$ cat src/rtl/approx_mult_rr_scheduler.sv
// approx_mult_rr_scheduler
//   One leading-one-truncating approximate multiplier shared by N_REQ requesters.
//   A round-robin arbiter grants one operand pair at a time. A four-state FSM runs
//   IDLE -> LOD -> MUL -> OUT, and the tagged result leaves on a valid/ready port.
// Ports
//   clk, rst   : rising-edge clock, synchronous active-high reset
//   req_valid  : per-requester operand valid
//   req_ready  : one-hot grant, combinational, only in IDLE
//   req_a/b    : packed operands, requester i at [i*WIDTH +: WIDTH]
//   res_valid  : result valid (registered)
//   res_ready  : consumer accepts result
//   res_data   : approximate product, 2*WIDTH bits
//   res_id     : requester index owning res_data
//   busy       : high whenever the FSM is not in IDLE
module approx_mult_rr_scheduler #(
  parameter int unsigned N_REQ = 4,
  parameter int unsigned WIDTH = 64,
  parameter int unsigned NUM   = 7
) (
  input  logic                       clk,
  input  logic                       rst,
  input  logic [N_REQ-1:0]           req_valid,
  output logic [N_REQ-1:0]           req_ready,
  input  logic [N_REQ*WIDTH-1:0]     req_a,
  input  logic [N_REQ*WIDTH-1:0]     req_b,
  output logic                       res_valid,
  input  logic                       res_ready,
  output logic [2*WIDTH-1:0]         res_data,
  output logic [$clog2(N_REQ)-1:0]   res_id,
  output logic                       busy
);

  localparam int unsigned IDW = $clog2(N_REQ);
  localparam int unsigned KW  = $clog2(WIDTH);
  localparam int unsigned SSW = $clog2(WIDTH - NUM + 1);
  localparam int unsigned SHW = $clog2(2 * (WIDTH - NUM) + 1);
  localparam int unsigned PW  = 2 * NUM;
  localparam int unsigned RW  = 2 * WIDTH;

  typedef enum logic [1:0] {
    S_IDLE = 2'd0,
    S_LOD  = 2'd1,
    S_MUL  = 2'd2,
    S_OUT  = 2'd3
  } state_t;

  // Kept mantissa and its right-shift for one operand
  typedef struct packed {
    logic [NUM-1:0] m;
    logic [SSW-1:0] s;
  } lod_t;

  state_t             r_state;
  state_t             w_state_nxt;
  logic [IDW-1:0]     r_rr_ptr;
  logic [WIDTH-1:0]   r_a;
  logic [WIDTH-1:0]   r_b;
  logic [IDW-1:0]     r_id;
  logic [NUM-1:0]     r_m_a;
  logic [NUM-1:0]     r_m_b;
  logic [SHW-1:0]     r_sh;
  logic               r_res_valid;
  logic [RW-1:0]      r_res_data;
  logic [IDW-1:0]     r_res_id;

  logic               w_gnt_hit;
  logic [IDW-1:0]     w_gnt_id;
  logic [IDW-1:0]     w_rr_nxt;
  logic [N_REQ-1:0]   w_req_ready;
  logic               w_xfer;
  lod_t               w_lod_a;
  lod_t               w_lod_b;
  logic [PW-1:0]      w_prod;
  logic [RW-1:0]      w_shifted;

  // Index of the highest set bit; zero for a zero operand
  function automatic logic [KW-1:0] f_msb(input logic [WIDTH-1:0] x);
    logic [KW-1:0] k;
    k = '0;
    for (int unsigned i = 0; i < WIDTH; i++) begin
      if (x[i]) k = KW'(i);
    end
    return k;
  endfunction

  // Keep NUM bits starting at the leading one; small operands pass exactly
  function automatic lod_t f_lod(input logic [WIDTH-1:0] x);
    lod_t          r;
    logic [KW-1:0] k;
    logic [KW-1:0] sft;
    k   = f_msb(x);
    sft = k - KW'(NUM - 1);
    r.m = x[NUM-1:0];
    r.s = '0;
    if (k >= KW'(NUM)) begin
      r.m = NUM'(x >> sft);
      r.s = SSW'(sft);
    end
    return r;
  endfunction

  // Round-robin search starting at r_rr_ptr
  always_comb begin
    int unsigned idx;
    w_gnt_hit = 1'b0;
    w_gnt_id  = '0;
    idx       = 0;
    for (int unsigned off = 0; off < N_REQ; off++) begin
      idx = 32'(r_rr_ptr) + off;
      if (idx >= N_REQ) idx = idx - N_REQ;
      if (!w_gnt_hit && req_valid[IDW'(idx)]) begin
        w_gnt_hit = 1'b1;
        w_gnt_id  = IDW'(idx);
      end
    end
  end

  assign w_rr_nxt = (w_gnt_id == IDW'(N_REQ - 1)) ? '0 : w_gnt_id + IDW'(1);

  // Next-state and grant decode
  always_comb begin
    w_state_nxt = r_state;
    w_req_ready = '0;
    case (r_state)
      S_IDLE: begin
        if (w_gnt_hit) begin
          w_req_ready = N_REQ'(1) << w_gnt_id;
          w_state_nxt = S_LOD;
        end
      end
      S_LOD:   w_state_nxt = S_MUL;
      S_MUL:   w_state_nxt = S_OUT;
      S_OUT: begin
        if (res_ready) w_state_nxt = S_IDLE;
      end
      default: w_state_nxt = S_IDLE;
    endcase
    if (rst) w_req_ready = '0;
  end

  assign w_xfer    = (r_state == S_IDLE) && w_gnt_hit && !rst;
  assign w_lod_a   = f_lod(r_a);
  assign w_lod_b   = f_lod(r_b);
  assign w_prod    = PW'(r_m_a) * PW'(r_m_b);
  assign w_shifted = RW'(w_prod) << r_sh;

  // State register
  always_ff @(posedge clk) begin
    if (rst) r_state <= S_IDLE;
    else     r_state <= w_state_nxt;
  end

  // Operand capture, leading-one stage, product stage and result hold
  always_ff @(posedge clk) begin
    if (rst) begin
      r_rr_ptr    <= '0;
      r_a         <= '0;
      r_b         <= '0;
      r_id        <= '0;
      r_m_a       <= '0;
      r_m_b       <= '0;
      r_sh        <= '0;
      r_res_valid <= 1'b0;
      r_res_data  <= '0;
      r_res_id    <= '0;
    end else begin
      if (w_xfer) begin
        r_a      <= req_a[w_gnt_id*WIDTH +: WIDTH];
        r_b      <= req_b[w_gnt_id*WIDTH +: WIDTH];
        r_id     <= w_gnt_id;
        r_rr_ptr <= w_rr_nxt;
      end
      if (r_state == S_LOD) begin
        r_m_a <= w_lod_a.m;
        r_m_b <= w_lod_b.m;
        r_sh  <= SHW'(w_lod_a.s) + SHW'(w_lod_b.s);
      end
      if (r_state == S_MUL) begin
        r_res_data  <= w_shifted;
        r_res_id    <= r_id;
        r_res_valid <= 1'b1;
      end
      if ((r_state == S_OUT) && res_ready) begin
        r_res_valid <= 1'b0;
      end
    end
  end

  assign req_ready = w_req_ready;
  assign res_valid = r_res_valid;
  assign res_data  = r_res_data;
  assign res_id    = r_res_id;
  assign busy      = (r_state != S_IDLE);

endmodule

$ cat config.mk
export PLATFORM = sky130hd
export DESIGN_NAME = approx_mult_rr_scheduler
export DESIGN_NICKNAME = d
export VERILOG_FILES = /design/src/rtl/approx_mult_rr_scheduler.sv
export SDC_FILE = /design/constraint.sdc
export NUM_CORES = 1
export LEC_CHECK = 0
export CAP_MARGIN = 40
export CORE_AREA = 2 2 252 254
export CTS_CLUSTER_DIAMETER = 200
export DETAILED_ROUTE_END_ITERATION = 10
export DIE_AREA = 0 0 254 256
export PLACE_DENSITY_LB_ADDON = 0.1
export RECOVER_POWER = 100
export SYNTH_ARGS = -nofsm -noshare
export SYNTH_HDL_FRONTEND = slang
export SYNTH_SLANG_ARGS = --single-unit
$ cat constraint.sdc
create_clock -name clk -period 6.8 [get_ports clk]
set_clock_uncertainty 0.2 [all_clocks]
set_input_delay 0.68 -clock clk [delete_from_list [all_inputs] [get_ports clk]]
set_output_delay 0.68 -clock clk [all_outputs]
set_load 0.01 [all_outputs]
==> summary by stage <==
Logic synthesis
The cell area that synthesis handed to floorplanning was 0.0233 mm². The predominant post-synthesis flop cell is sky130_fd_sc_hd__dfxtp_1. The synthesis-stage register bit count is 286. In this run the mean area of a mapped cell was 7.33 µm². Counting every instance in the synthesized netlist gives ~3,200. Synthesis instantiated 93 different standard cells from the library. The sequential cell area fraction in the yosys report is about a quarter.

The number of flops mapped to enable cells by yosys is 0. The number of nets handed over by synthesis was 3,766. The fraction of synthesis flops using an asynchronous set or reset pin is 0%.

For this run, the number of Yosys warnings is 0.

Timing
The final critical path takes up 91.6% of the cycle. The worst slew slack as a fraction of its limit is -122%. The hold violation total from the final report came to 0.

For the finished layout, the period the worst path requires is a little over 6 ns. For the pin with the worst max-slew slack, the measured transition is 3.33 ns. The achievable frequency is 160 MHz. The accumulated negative setup slack is 0 ns. Setup repair after global routing left no endpoint under its margin. The number of max-slew violations in the final report came to 220. Hold timing on the final database bottoms out at a slack of 0.248 ns.

The final setup violation count is 0.

Clock network
The sink count of the clock tree is about 290. The clock latency on the worst-skew pair is 0.59 ns. Clock-pin slew was measured on the worst setup and hold paths at 0.06 ns. For this design, the CTS-stage hold fixing added 0 buffers. The root cell of the clock tree is sky130_fd_sc_hd__clkbuf_16. TritonCTS created 35 clock buffers. Once the clock tree was built, the setup fixing pass inserted 0 buffers. The clock tree synthesis step divided the H-tree into 2 levels.

The number of instances resized during post-cts repair is 0. The deepest clock path buffer count is 3. TritonCTS built the clock tree.

Flow run
The max-cap violation count is 4.

Cells and area
The fraction of final layout cells with drive strength greater than 1 is 4.98%. The number of fill cells in the layout is 6,275. The library cell used most frequently in the layout, excluding fill and tap cells, is sky130_fd_sc_hd__nand2_1.

The top cell types in the final layout, fill and taps aside, are sky130_fd_sc_hd__nand2_1 (621), sky130_fd_sc_hd__clkdlybuf4s50_1 (517), sky130_fd_sc_hd__mux2i_1 (302). The total area of multi-input combinational cells is 0.0160 mm². The final design utilization is between 50% and 60%. For this run, the post-layout net count is 4,244. The sequential cell area is 0.00573 mm².

The synthesis-to-finish area growth is 35.3%. The post-route non-filler standard cell count is ~4,500.

Routing
The final wirelength is around 110 mm. The starting DRC count in detailed routing is roughly 2,600. The number of routed nets with antenna violations is 0. After detailed routing, the number of vias per cell comes to 5.84.

The routed wirelength normalized by instance count is 23.9 µm. The first detailed-routing pass took 7 iterations. The routed layout has 26,500 vias.

For this run, design rule violations remaining after detail routing come to 0.

GRT
Entering global routing, the biggest net connects 117 pins. The initial antenna violation count is 12. The first-pass GRT wire length is 162 mm. Across every metal layer, demand over resource in global routing totals between 30 and 40%.

The number of global-route vias before repair is between 20,000 and 30,000. Global routing finished with a remaining overflow of 0.

Setup path
The sort of element at the start of the critical path is a flop. The endpoint identified for the worst register-to-register timing path is r_m_b[6]. The slack of the worst reg-to-reg path is 0.57 ns. The category of the critical setup timing path is reg -> reg. The data required time at the worst endpoint is ~7 ns.

In this run the critical register-to-register path is launched from r_b[2]. For the worst flop-to-flop path, the logic depth is 12. The worst setup path is captured at a flop. Data arrives at the worst endpoint at roughly 6.5 ns. The maximum fanout along the worst path is 52.

Die
The floorplan core area is 0.0624 mm². Row generation in the floorplan step produced between 90 and 100 rows. The starting density of the core is about 37%. The die height is around 260 µm. The total die area is 0.0650 mm².

655 I/O pins were placed. The chip width is 254 µm.

Hold path
The worst hold path class is reg -> reg. The number of stages on the worst hold path is 2. The endpoint of the worst hold path is res_data[112].

The startpoint of the worst hold path is res_data[112].

Placement
The number of instances in the placed design is 4,460. The placer congestion estimate is 0.931. The count of input and output buffers is between 600 and 700. Detailed placement finished with a half-perimeter wire length of 84.4 mm.

Status
The run finished, with violations left. The checks that failed: capacitance limit, slew limit.
[layout make-up]
| class | count | share of cell area [%] |
|---|---|---|
| Antenna cell | 7 | 0.0557 |
| Timing Repair Buffer | 715 | 22.4 |
| Multi-Input combinational cell | 2500 | 50.8 |
| Tap cell | 846 | 3.37 |
| Clock inverter | 16 | 0.672 |
| Sequential cell | 286 | 18.2 |
| Clock buffer | 48 | 3.16 |
| Inverter | 113 | 1.38 |
[metal layers]
layer	up-vias	GRT usage, %	part of all wire [%]
met3	152	5.44	7.0
met5	-	0	0.043
li1	12400	-	-
met4	6	7.81	2.3
met2	1074	52.0	46
met1	12800	44.4	45
[flip-flops by register name, indices dropped and copies added, names as in the netlist, 7 cells and up]
register  cells
r_a          64
r_b          64
r_m_a         7
r_m_b         7
r_sh          7
res_data    128
[Yosys cell counts (9+ instances only)]
library cell | instances | area share [%]
sky130_fd_sc_hd__nor3_1 | 50 | 1.1
sky130_fd_sc_hd__a211oi_1 | 20 | 0.65
sky130_fd_sc_hd__a21oi_1 | 289 | 6.2
sky130_fd_sc_hd__and2_1 | 35 | 0.94
sky130_fd_sc_hd__a221oi_1 | 17 | 0.64
sky130_fd_sc_hd__a222oi_1 | 12 | 0.52
sky130_fd_sc_hd__nand3_1 | 35 | 0.75
sky130_fd_sc_hd__nor4_1 | 38 | 1.0
sky130_fd_sc_hd__o21ai_0 | 185 | 4.0
sky130_fd_sc_hd__nand2_1 | 622 | 10
sky130_fd_sc_hd__a311oi_1 | 69 | 2.6
sky130_fd_sc_hd__a22oi_1 | 37 | 1.2
sky130_fd_sc_hd__a21o_1 | 15 | 0.48
sky130_fd_sc_hd__or4_1 | 13 | 0.42
sky130_fd_sc_hd__o221ai_1 | 19 | 0.72
sky130_fd_sc_hd__buf_1 | 29 | 0.47
sky130_fd_sc_hd__xnor2_1 | 11 | 0.41
sky130_fd_sc_hd__nor2b_1 | 9 | 0.24
sky130_fd_sc_hd__o21a_1 | 15 | 0.48
sky130_fd_sc_hd__o211ai_1 | 19 | 0.61
sky130_fd_sc_hd__o22ai_1 | 13 | 0.35
sky130_fd_sc_hd__nor2_1 | 246 | 4.0
sky130_fd_sc_hd__a31oi_1 | 23 | 0.62
sky130_fd_sc_hd__inv_1 | 108 | 1.7
sky130_fd_sc_hd__buf_2 | 41 | 0.88
sky130_fd_sc_hd__fa_1 | 25 | 2.2
sky130_fd_sc_hd__and3_1 | 67 | 1.8
sky130_fd_sc_hd__dfxtp_1 | 286 | 25
sky130_fd_sc_hd__a22o_1 | 17 | 0.64
sky130_fd_sc_hd__o31ai_1 | 11 | 0.36
sky130_fd_sc_hd__nand4_1 | 12 | 0.32
sky130_fd_sc_hd__nand2b_1 | 16 | 0.43
sky130_fd_sc_hd__mux2i_1 | 302 | 13
sky130_fd_sc_hd__or2_2 | 10 | 0.27
sky130_fd_sc_hd__mux2_2 | 21 | 1.0
sky130_fd_sc_hd__ha_1 | 49 | 2.6
sky130_fd_sc_hd__mux4_2 | 17 | 1.6
sky130_fd_sc_hd__clkbuf_1 | 195 | 3.1
sky130_fd_sc_hd__a32o_1 | 14 | 0.60
[critical path: stages, from the launching register on]
cell and delay (ns):
sky130_fd_sc_hd__dfxtp_1 0.48, sky130_fd_sc_hd__nor2b_1 0.08, sky130_fd_sc_hd__o311ai_0 0.53, sky130_fd_sc_hd__o211ai_1 0.23, sky130_fd_sc_hd__a211oi_1 0.74, sky130_fd_sc_hd__o221ai_1 0.38, sky130_fd_sc_hd__a21oi_1 0.81, sky130_fd_sc_hd__clkbuf_2 1.11
sky130_fd_sc_hd__mux2i_1 0.39, sky130_fd_sc_hd__mux2i_1 0.16, sky130_fd_sc_hd__mux2i_1 0.40, sky130_fd_sc_hd__o32ai_1 0.14, sky130_fd_sc_hd__o32ai_1 0.36
[worst max path at each step]
stage,to,slack [ns],startpoint,cells past startpoint
global placement,res_data[45],0.94,r_m_b[1],17
floorplan,res_data[109],1.17,r_m_b[1],18
finish,r_m_b[6],0.57,r_b[2],12
CTS,res_data[45],0.87,r_m_b[1],17
detailed placement,res_data[45],0.89,r_m_a[5],17
global route,res_data[127],0.26,r_m_a[3],21
[stage by stage]
stage	instance area [µm²]	worst slack, ns
floorplan	23300	1.17
global placement	30200	0.940
detailed placement	30400	0.887
CTS	31600	0.866
global route	31400	0.258
finish	31400	0.569
[cells by family after synthesis]
group	Yosys count	synth area share, %
AO/OA/AOI/OAI	884	25.0
XOR/XNOR	17	0.802
adder cells (fa/ha/maj)	74	4.79
buffers and inverters	387	6.71
flip-flops	286	24.6
multiplexers	340	15.7
AND/OR/NAND/NOR	1185	22.4
Power is not shown: default switching activity piles up to over one toggle a cycle in this logic, so the estimate is an artifact.
